===== config.mk =====
export PLATFORM = sky130hd
export DESIGN_NAME = sccb_slave_regfile_if
export DESIGN_NICKNAME = d
export VERILOG_FILES = /design/src/rtl/sccb_slave_regfile_if.sv
export SDC_FILE = /design/constraint.sdc
export NUM_CORES = 1
export LEC_CHECK = 0
export ABC_AREA = 0
export BUFFER_PORTS_ARGS = -buffer_cell sky130_fd_sc_hd__buf_4
export CAP_MARGIN = 25
export CORE_ASPECT_RATIO = 0.6
export CORE_UTILIZATION = 55
export DETAILED_ROUTE_END_ITERATION = 10
export PLACE_DENSITY_LB_ADDON = 0.05
export SETUP_SLACK_MARGIN = 0.4
export SYNTH_ARGS = -nofsm -noshare
export SYNTH_HDL_FRONTEND = slang
export SYNTH_SLANG_ARGS = --single-unit

===== constraint.sdc =====
create_clock -name clk_25M -period 2.93 [get_ports clk_25M]
set_input_delay 0.293 -clock clk_25M [delete_from_list [all_inputs] [get_ports clk_25M]]
set_output_delay 0.293 -clock clk_25M [all_outputs]
set_load 0.01 [all_outputs]

===== src/rtl/sccb_slave_regfile_if.sv =====
// SCCB/I2C target with 16-bit register addressing, oversampled on clk_25M.
// Decodes START/STOP/bytes, drives ACK and read data open-drain, and exposes a register-file port.
module sccb_slave_regfile_if #(
    parameter logic [6:0] DEV_ADDR    = 7'h3C,
    parameter int         SYNC_STAGES = 2
) (
    input  logic        clk_25M,
    input  logic        camera_rst,
    input  logic        scl_in,
    input  logic        sda_in,
    output logic        sda_oe,
    output logic [15:0] reg_addr,
    output logic [7:0]  reg_wdata,
    output logic        reg_wr_en,
    output logic        reg_rd_en,
    input  logic [7:0]  reg_rdata,
    output logic        busy,
    output logic [7:0]  nack_cnt
);

    typedef enum logic [3:0] {
        IDLE, DEV, DEV_ACK, ADDR_H, AH_ACK, ADDR_L, AL_ACK, WDATA, WD_ACK, RDATA, RD_ACK
    } state_t;

    state_t                 state;
    logic [SYNC_STAGES-1:0] scl_sync, sda_sync;
    logic                   scl_prev, sda_prev;
    logic                   scl_s, sda_s;
    logic                   scl_rise, scl_fall, start_det, stop_det;
    logic [3:0]             bit_cnt;
    logic [7:0]             shift;
    logic                   rd_mode;
    logic                   rd_ack_ok;

    // Sync flops preset high so a reset never looks like a START or an SCL edge.
    always_ff @(posedge clk_25M) begin
        if (camera_rst) begin
            scl_sync <= '1;
            sda_sync <= '1;
            scl_prev <= 1'b1;
            sda_prev <= 1'b1;
        end else begin
            scl_sync <= {scl_sync[SYNC_STAGES-2:0], scl_in};
            sda_sync <= {sda_sync[SYNC_STAGES-2:0], sda_in};
            scl_prev <= scl_s;
            sda_prev <= sda_s;
        end
    end

    assign scl_s     = scl_sync[SYNC_STAGES-1];
    assign sda_s     = sda_sync[SYNC_STAGES-1];
    assign scl_rise  = scl_s & ~scl_prev;
    assign scl_fall  = ~scl_s & scl_prev;
    assign start_det = scl_s & scl_prev & sda_prev & ~sda_s;
    assign stop_det  = scl_s & scl_prev & ~sda_prev & sda_s;

    always_ff @(posedge clk_25M) begin
        if (camera_rst) begin
            state     <= IDLE;
            sda_oe    <= 1'b0;
            reg_addr  <= '0;
            reg_wdata <= '0;
            reg_wr_en <= 1'b0;
            reg_rd_en <= 1'b0;
            busy      <= 1'b0;
            nack_cnt  <= '0;
            bit_cnt   <= '0;
            shift     <= '0;
            rd_mode   <= 1'b0;
            rd_ack_ok <= 1'b0;
        end else begin
            // NOTE: strobes default low every cycle so any branch that sets them yields a single-cycle pulse.
            reg_wr_en <= 1'b0;
            reg_rd_en <= 1'b0;
            if (stop_det) begin
                state   <= IDLE;
                sda_oe  <= 1'b0;
                busy    <= 1'b0;
                bit_cnt <= '0;
            end else if (start_det) begin
                state     <= DEV;
                sda_oe    <= 1'b0;
                busy      <= 1'b1;
                bit_cnt   <= '0;
                rd_ack_ok <= 1'b0;
            end else begin
                case (state)
                    IDLE: ;
                    DEV, ADDR_H, ADDR_L, WDATA: begin
                        if (scl_rise) begin
                            shift   <= {shift[6:0], sda_s};
                            bit_cnt <= bit_cnt + 4'd1;
                            if (state == WDATA && bit_cnt == 4'd7) begin
                                reg_wdata <= {shift[6:0], sda_s};
                                reg_wr_en <= 1'b1;
                            end
                        end else if (scl_fall && bit_cnt == 4'd8) begin
                            bit_cnt <= '0;
                            sda_oe  <= 1'b1;
                            case (state)
                                DEV: begin
                                    if (shift[7:1] == DEV_ADDR) begin
                                        state   <= DEV_ACK;
                                        rd_mode <= shift[0];
                                    end else begin
                                        state  <= IDLE;
                                        sda_oe <= 1'b0;
                                        busy   <= 1'b0;
                                        if (nack_cnt != 8'hFF) nack_cnt <= nack_cnt + 8'd1;
                                    end
                                end
                                ADDR_H: begin
                                    reg_addr[15:8] <= shift;
                                    state          <= AH_ACK;
                                end
                                ADDR_L: begin
                                    reg_addr[7:0] <= shift;
                                    state         <= AL_ACK;
                                end
                                default: state <= WD_ACK;
                            endcase
                        end
                    end
                    DEV_ACK: begin
                        if (scl_fall) begin
                            sda_oe <= 1'b0;
                            if (rd_mode) begin
                                state     <= RDATA;
                                reg_rd_en <= 1'b1;
                            end else begin
                                state <= ADDR_H;
                            end
                        end
                    end
                    AH_ACK: if (scl_fall) begin sda_oe <= 1'b0; state <= ADDR_L; end
                    AL_ACK: if (scl_fall) begin sda_oe <= 1'b0; state <= WDATA; end
                    WD_ACK: begin
                        if (scl_fall) begin
                            sda_oe   <= 1'b0;
                            reg_addr <= reg_addr + 16'd1;
                            state    <= WDATA;
                        end
                    end
                    RDATA: begin
                        // First bit goes out as soon as the bank answers the read request.
                        if (reg_rd_en) begin
                            shift  <= reg_rdata;
                            sda_oe <= ~reg_rdata[7];
                        end else if (scl_rise) begin
                            bit_cnt <= bit_cnt + 4'd1;
                        end else if (scl_fall) begin
                            if (bit_cnt == 4'd8) begin
                                state     <= RD_ACK;
                                sda_oe    <= 1'b0;
                                bit_cnt   <= '0;
                                rd_ack_ok <= 1'b0;
                            end else begin
                                sda_oe <= ~shift[6];
                                shift  <= {shift[6:0], 1'b0};
                            end
                        end
                    end
                    RD_ACK: begin
                        // Next byte is fetched on the master ACK but only driven after SCL falls.
                        if (reg_rd_en) begin
                            shift <= reg_rdata;
                        end else if (scl_rise) begin
                            if (!sda_s) begin
                                rd_ack_ok <= 1'b1;
                                reg_addr  <= reg_addr + 16'd1;
                                reg_rd_en <= 1'b1;
                            end else begin
                                state <= IDLE;
                            end
                        end else if (scl_fall && rd_ack_ok) begin
                            state   <= RDATA;
                            sda_oe  <= ~shift[7];
                            bit_cnt <= '0;
                        end
                    end
                    default: state <= IDLE;
                endcase
            end
        end
    end

endmodule

# == Yosys cells after proc, flatten, opt, wreduce, memory -nomap -nowiden ==
# Index checks and enable logic that the tools add are counted.
# word_totals
elab_cells,208
register_bits,60
output_inout_bits,36
input_bits,12
# op_classes
n_eq_ne,59
reduce_logical,29
add_sub_neg,3
muxes,79
n_bitwise,20
# ops
operator,count
16-bit 2-to-1 mux,6
4-bit 2-to-1 mux,23
8-bit 2-to-1 mux,8
"3-bit != test, second input constant",19
16-bit case mux with 3 select lines,1
"2-bit != test, second input constant",20
1-bit 2-to-1 mux,33
4-bit case mux with 7 select lines,1
13-bit AND reduction,2
4-bit case mux with 3 select lines,2
8-bit case mux with 3 select lines,1
8-bit AND reduction,3
"4-bit by 3-bit == test with 1-bit output, second input constant",5
10-bit AND reduction,2
9-bit AND reduction,2
"16-bit by 1-bit adder with 16-bit output, second input constant",1
"4-bit == test, second input constant",4
1-bit inverter,13
5-bit AND reduction,2
3-bit nonzero test,3
"8-bit by 1-bit adder with 8-bit output, second input constant",1
"4-bit by 2-bit == test with 1-bit output, second input constant",2
"4-bit != test, second input constant",2
"8-bit != test, second input constant",1
other kinds (18),33

# == Depth between registers and ports, before layout ==
# logic_depth
word_depth,8
mapped_depth,8
depth_no_buf,7

# == Least setup slack after synthesis ==
# Ideal clock, no wire load.
# synth_path
kind,register to register
startpoint,reg state[2]
endpoint,reg reg_addr[14]
path_slack_ps,846
setup_time_ps,71
n_path_buf,1
required_time_ps,2859
arrival_time_ps,2013
stages_incl_launch_ff,7
period_less_slack_ps,2084
path_cell_list,dfxtp_1 > or3b_1 > buf_2 > or4_4 > or3b_1 > a21o_1 > a21oi_1
# synth_via
elab_chain_cells,4
word_cells_on_any_way,17
cone_classes,13 x eq/ne; 1 x mux; 3 x reduce/logical
# synth_rtl
item,line_no,source
start: declaration,25,state_t state;
start signal: assignment,59,state <= IDLE;
start signal: assignment,76,state <= IDLE;
start signal: assignment,81,state <= DEV;
"4-bit by 3-bit == test with 1-bit output, or another cell as far along",87,case (state)
4-bit OR reduction,87,
2-bit != test (no line) or 3-bit nonzero test (tied branches),--,
10-bit AND reduction (no line),--,
end signal: assignment,113,reg_addr[15:8] <= shift;
end signal: assignment,140,reg_addr <= reg_addr + 16'd1;
end signal: assignment,170,reg_addr <= reg_addr + 16'd1;
end: declaration,12,"output logic [15:0] reg_addr,"
# Parallel ways exist; a longest one is shown, timed or not.
# A chain may end at the register's enable or synchronous reset.

# == Worst setup path in the final report ==
# layout_path
startpoint,reg scl_prev
endpoint,reg nack_cnt[7]
# layout_via
elab_chain_cells,5
word_cells_on_any_way,13
cone_classes,11 x bitwise; 2 x reduce/logical
# layout_rtl
item,line_no,source
start: declaration,27,"logic scl_prev, sda_prev;"
start signal: assignment,45,scl_prev <= scl_s;
1-bit bitwise AND,"54, 55",
1-bit bitwise AND (on tied branches) (2 in a row),"55, 54",
1-bit inverter (no line),--,
8-bit AND reduction (no line) (*),--,
end signal: assignment,109,if (nack_cnt != 8'hFF) nack_cnt <= nack_cnt + 8'd1;
end: declaration,18,output logic [7:0] nack_cnt
# Every way passes the cells marked *; elsewhere a longest branch is shown, timed or not.

==> flow_metrics.tcl <==
set metrics [dict create \
    outcome "completed" \
    routed_wl_um 9810 \
    grt_max_degree 53 \
    ys.flop_type "dfxtp_1" \
    track_usage 0.321 \
    finalHoldViolCount 0 \
    final_max_slew_viol_count 0 \
    rows 21 \
    antenna_found_initial 0 \
    num_vias 3476 \
    crit_chain "inv_1 > ha_1 > nand2b_1 > a211oi_4 > nand3_2 > or4_1 > a21oi_1" \
    avgSynthCellArea_um2 8.18 \
    synth_cell_type_count 62 \
    grt_pass1_wl_um 15700 \
    maxSlewHeadroom 0.575 \
    clock_sinks 60 \
    cp-end-kind "flip-flop" \
    max_stage_delay_ps 470 \
    postSynthCellCount 415 \
    fin_ws_ps 407 \
    required_ps 3190 \
    crit_type "flip-flop to flip-flop" \
    ys.warnings.count 0 \
    cts.path.max_buffers 2 \
    holdCritPathClass "input port to flip-flop" \
    dp_hpwl_um 7000 \
    clock-root-buffer "clkbuf_8" \
    clock_latency_ps 340 \
    port_buffers 47 \
    htree_levels 3 \
    setup_viol 0 \
    clk_pin_slew_ps 70 \
    synth_edf_count 0 \
    path_buf_inv 1 \
    wl_per_cell_um 18.0 \
    post_cts_buffers 0 \
    cp_top_family "simple AND/OR/NAND/NOR gates" \
    synth-async-reset-ratio 0 \
    vias_per_cell 6.39 \
    pre_cts_slack_ps 110 \
    period_needed_ps 2520 \
    die_h_um 62.8 \
    crit_arrival_ps 2780 \
    area_growth_syn_to_layout_pct 20.5 \
    drcViolationCount 0 \
    fillerInstances 451 \
    cp_slowest_cell "or4_1" \
    cts_tree "built" \
    firstDrtPassIters 5 \
    start_kind "flip-flop" \
    final_common_cell "dfxtp_1" \
    rsz0062_at_grt "true" \
    die_area_um2 6500 \
    core-area_um2 5750 \
    gp_congestion 0.975 \
    syn_area_um2 3390 \
    grt_pass1_vias 3014 \
    syn_nets 434 \
    finClkSkew_ps 11.7 \
    drv_cap 0 \
    n_antenna_cell 0 \
    ios 48 \
    ys_seq_elements 60 \
    powerDensity_nw_per_um2 461 \
    overflow 0 \
    drt-initial-drc-count 245 \
    ant_nets 0 \
    tightest_slew_ps 637 \
    yosysSeqAreaShare 0.354 \
    path_max_fanout 10 \
    p_leak_uw 0.00152 \
    tns_ps 0 \
    layout_common_cells "dfxtp_1, buf_4, a21oi_1" \
    fmax_mhz 396 \
    initial_core_util 0.590 \
    die_x_um 103 \
    peakVddDrop_mv 0.296 \
    num-nets-final 479 \
    drive_gt1_frac 0.200 \
    period_share 0.861 \
    cts_buffers 9 \
]
[power breakdown]
group / internal, µW / switching (µW) / total, µW / leakage [µW]
Combinational: 73.6 / 114 / 188 / 0.000922
Clock: 519 / 324 / 843 / 0.000111
Sequential: 829 / 25.9 / 855 / 0.000485
Total: 1420 / 464 / 1890 / 0.00152
[cells by family after synthesis]
kind of cell	Yosys count	share of synthesized area
flops	60	0.354
buf+inv	35	0.0395
mux	17	0.0501
compound gates	129	0.253
simple gates	162	0.264
xor+xnor	4	0.0103
fa+ha+maj	8	0.0288
[worst reg2reg max path: stages, from the launching register on]
cell and delay [ps]:
dfxtp_1 360, inv_1 60, ha_1 320, nand2b_1 390, a211oi_4 410, nand3_2 250
or4_1 470, a21oi_1 180
[cell usage after synthesis (all sizes together), types with 3 or more instances]
cell type	n	area (µm²)
or2	6	37.5
dfxtp	60	1200
a211oi	5	42.5
buf	3	13.8
ha	7	87.6
nor4	5	31.3
nor3	13	65.1
nand2b	9	56.3
a311oi	9	78.8
a21o	7	52.6
mux2i	17	170
clkbuf	21	78.8
inv	11	41.3
nand2	31	116
or3	10	62.6
o21ai	22	110
nor2	29	109
xor2	4	35.0
o21a	3	22.5
or4	7	56.3
nand3b	4	30.0
a21oi	46	234
o2111ai	3	32.5
and3	5	31.3
nor2b	10	62.6
o31ai	3	22.5
o32ai	3	26.3
nand4	8	50.1
a31oi	6	37.5
nand3	10	50.1
[stage by stage]
stage          total power [µW]  utilization  instance area [µm²]  std cells  hold WS, ps
2_1_floorplan               990            -                 3390        415          389
3_3_place_gp               1050        0.665                 3830        528          392
3_5_place_dp               1050        0.665                 3830        528          400
4_1_cts                    1890        0.707                 4070        543          118
5_1_grt                    1960        0.711                 4090        544          109
6_report                   1890        0.711                 4090        544          131
[flip-flops by register name (all words and copies together) (netlist names), 2 cells and up]
signal and count:
sda_sync 2, bit_cnt 4, reg_wdata 8, reg_addr 16, shift 8, scl_sync 2, nack_cnt 8, state 4
[worst paths after layout]
kind	to	slack [ps]	cells past startpoint	start
worst max-delay path	nack_cnt[7]	410	7	scl_prev
worst min-delay path	sda_sync[0]	130	2	sda_in
worst max register to register	nack_cnt[7]	410	7	scl_prev
worst min register to register	scl_sync[1]	420	1	scl_sync[0]
[cell type report]
class	count	area, µm²	area share
Clock inverter	4	72.6	0.0177
Sequential cell	60	1200	0.294
Multi-Input combinational cell	320	2090	0.510
Inverter	11	41.3	0.0101
Clock buffer	11	151	0.0370
Timing Repair Buffer	58	435	0.106
Tap cell	80	100	0.0245
[layer usage]
layer	GRT usage	vias to the layer above	part of all wire
li1	-	1650	-
met1	0.491	1625	0.49
met2	0.428	195	0.40
met3	0.0973	6	0.099
met4	0.0827	0	0.0058
met5	0	-	0
[timing repair]
| item | CTS | global route |
|---|---|---|
| resized for setup | 3 | 4 |
| cloned | 0 | 0 |
| hold buffers | 0 | 0 |
| setup endpoints to repair | 7 | 19 |
Power figures use the tool's default switching activity.
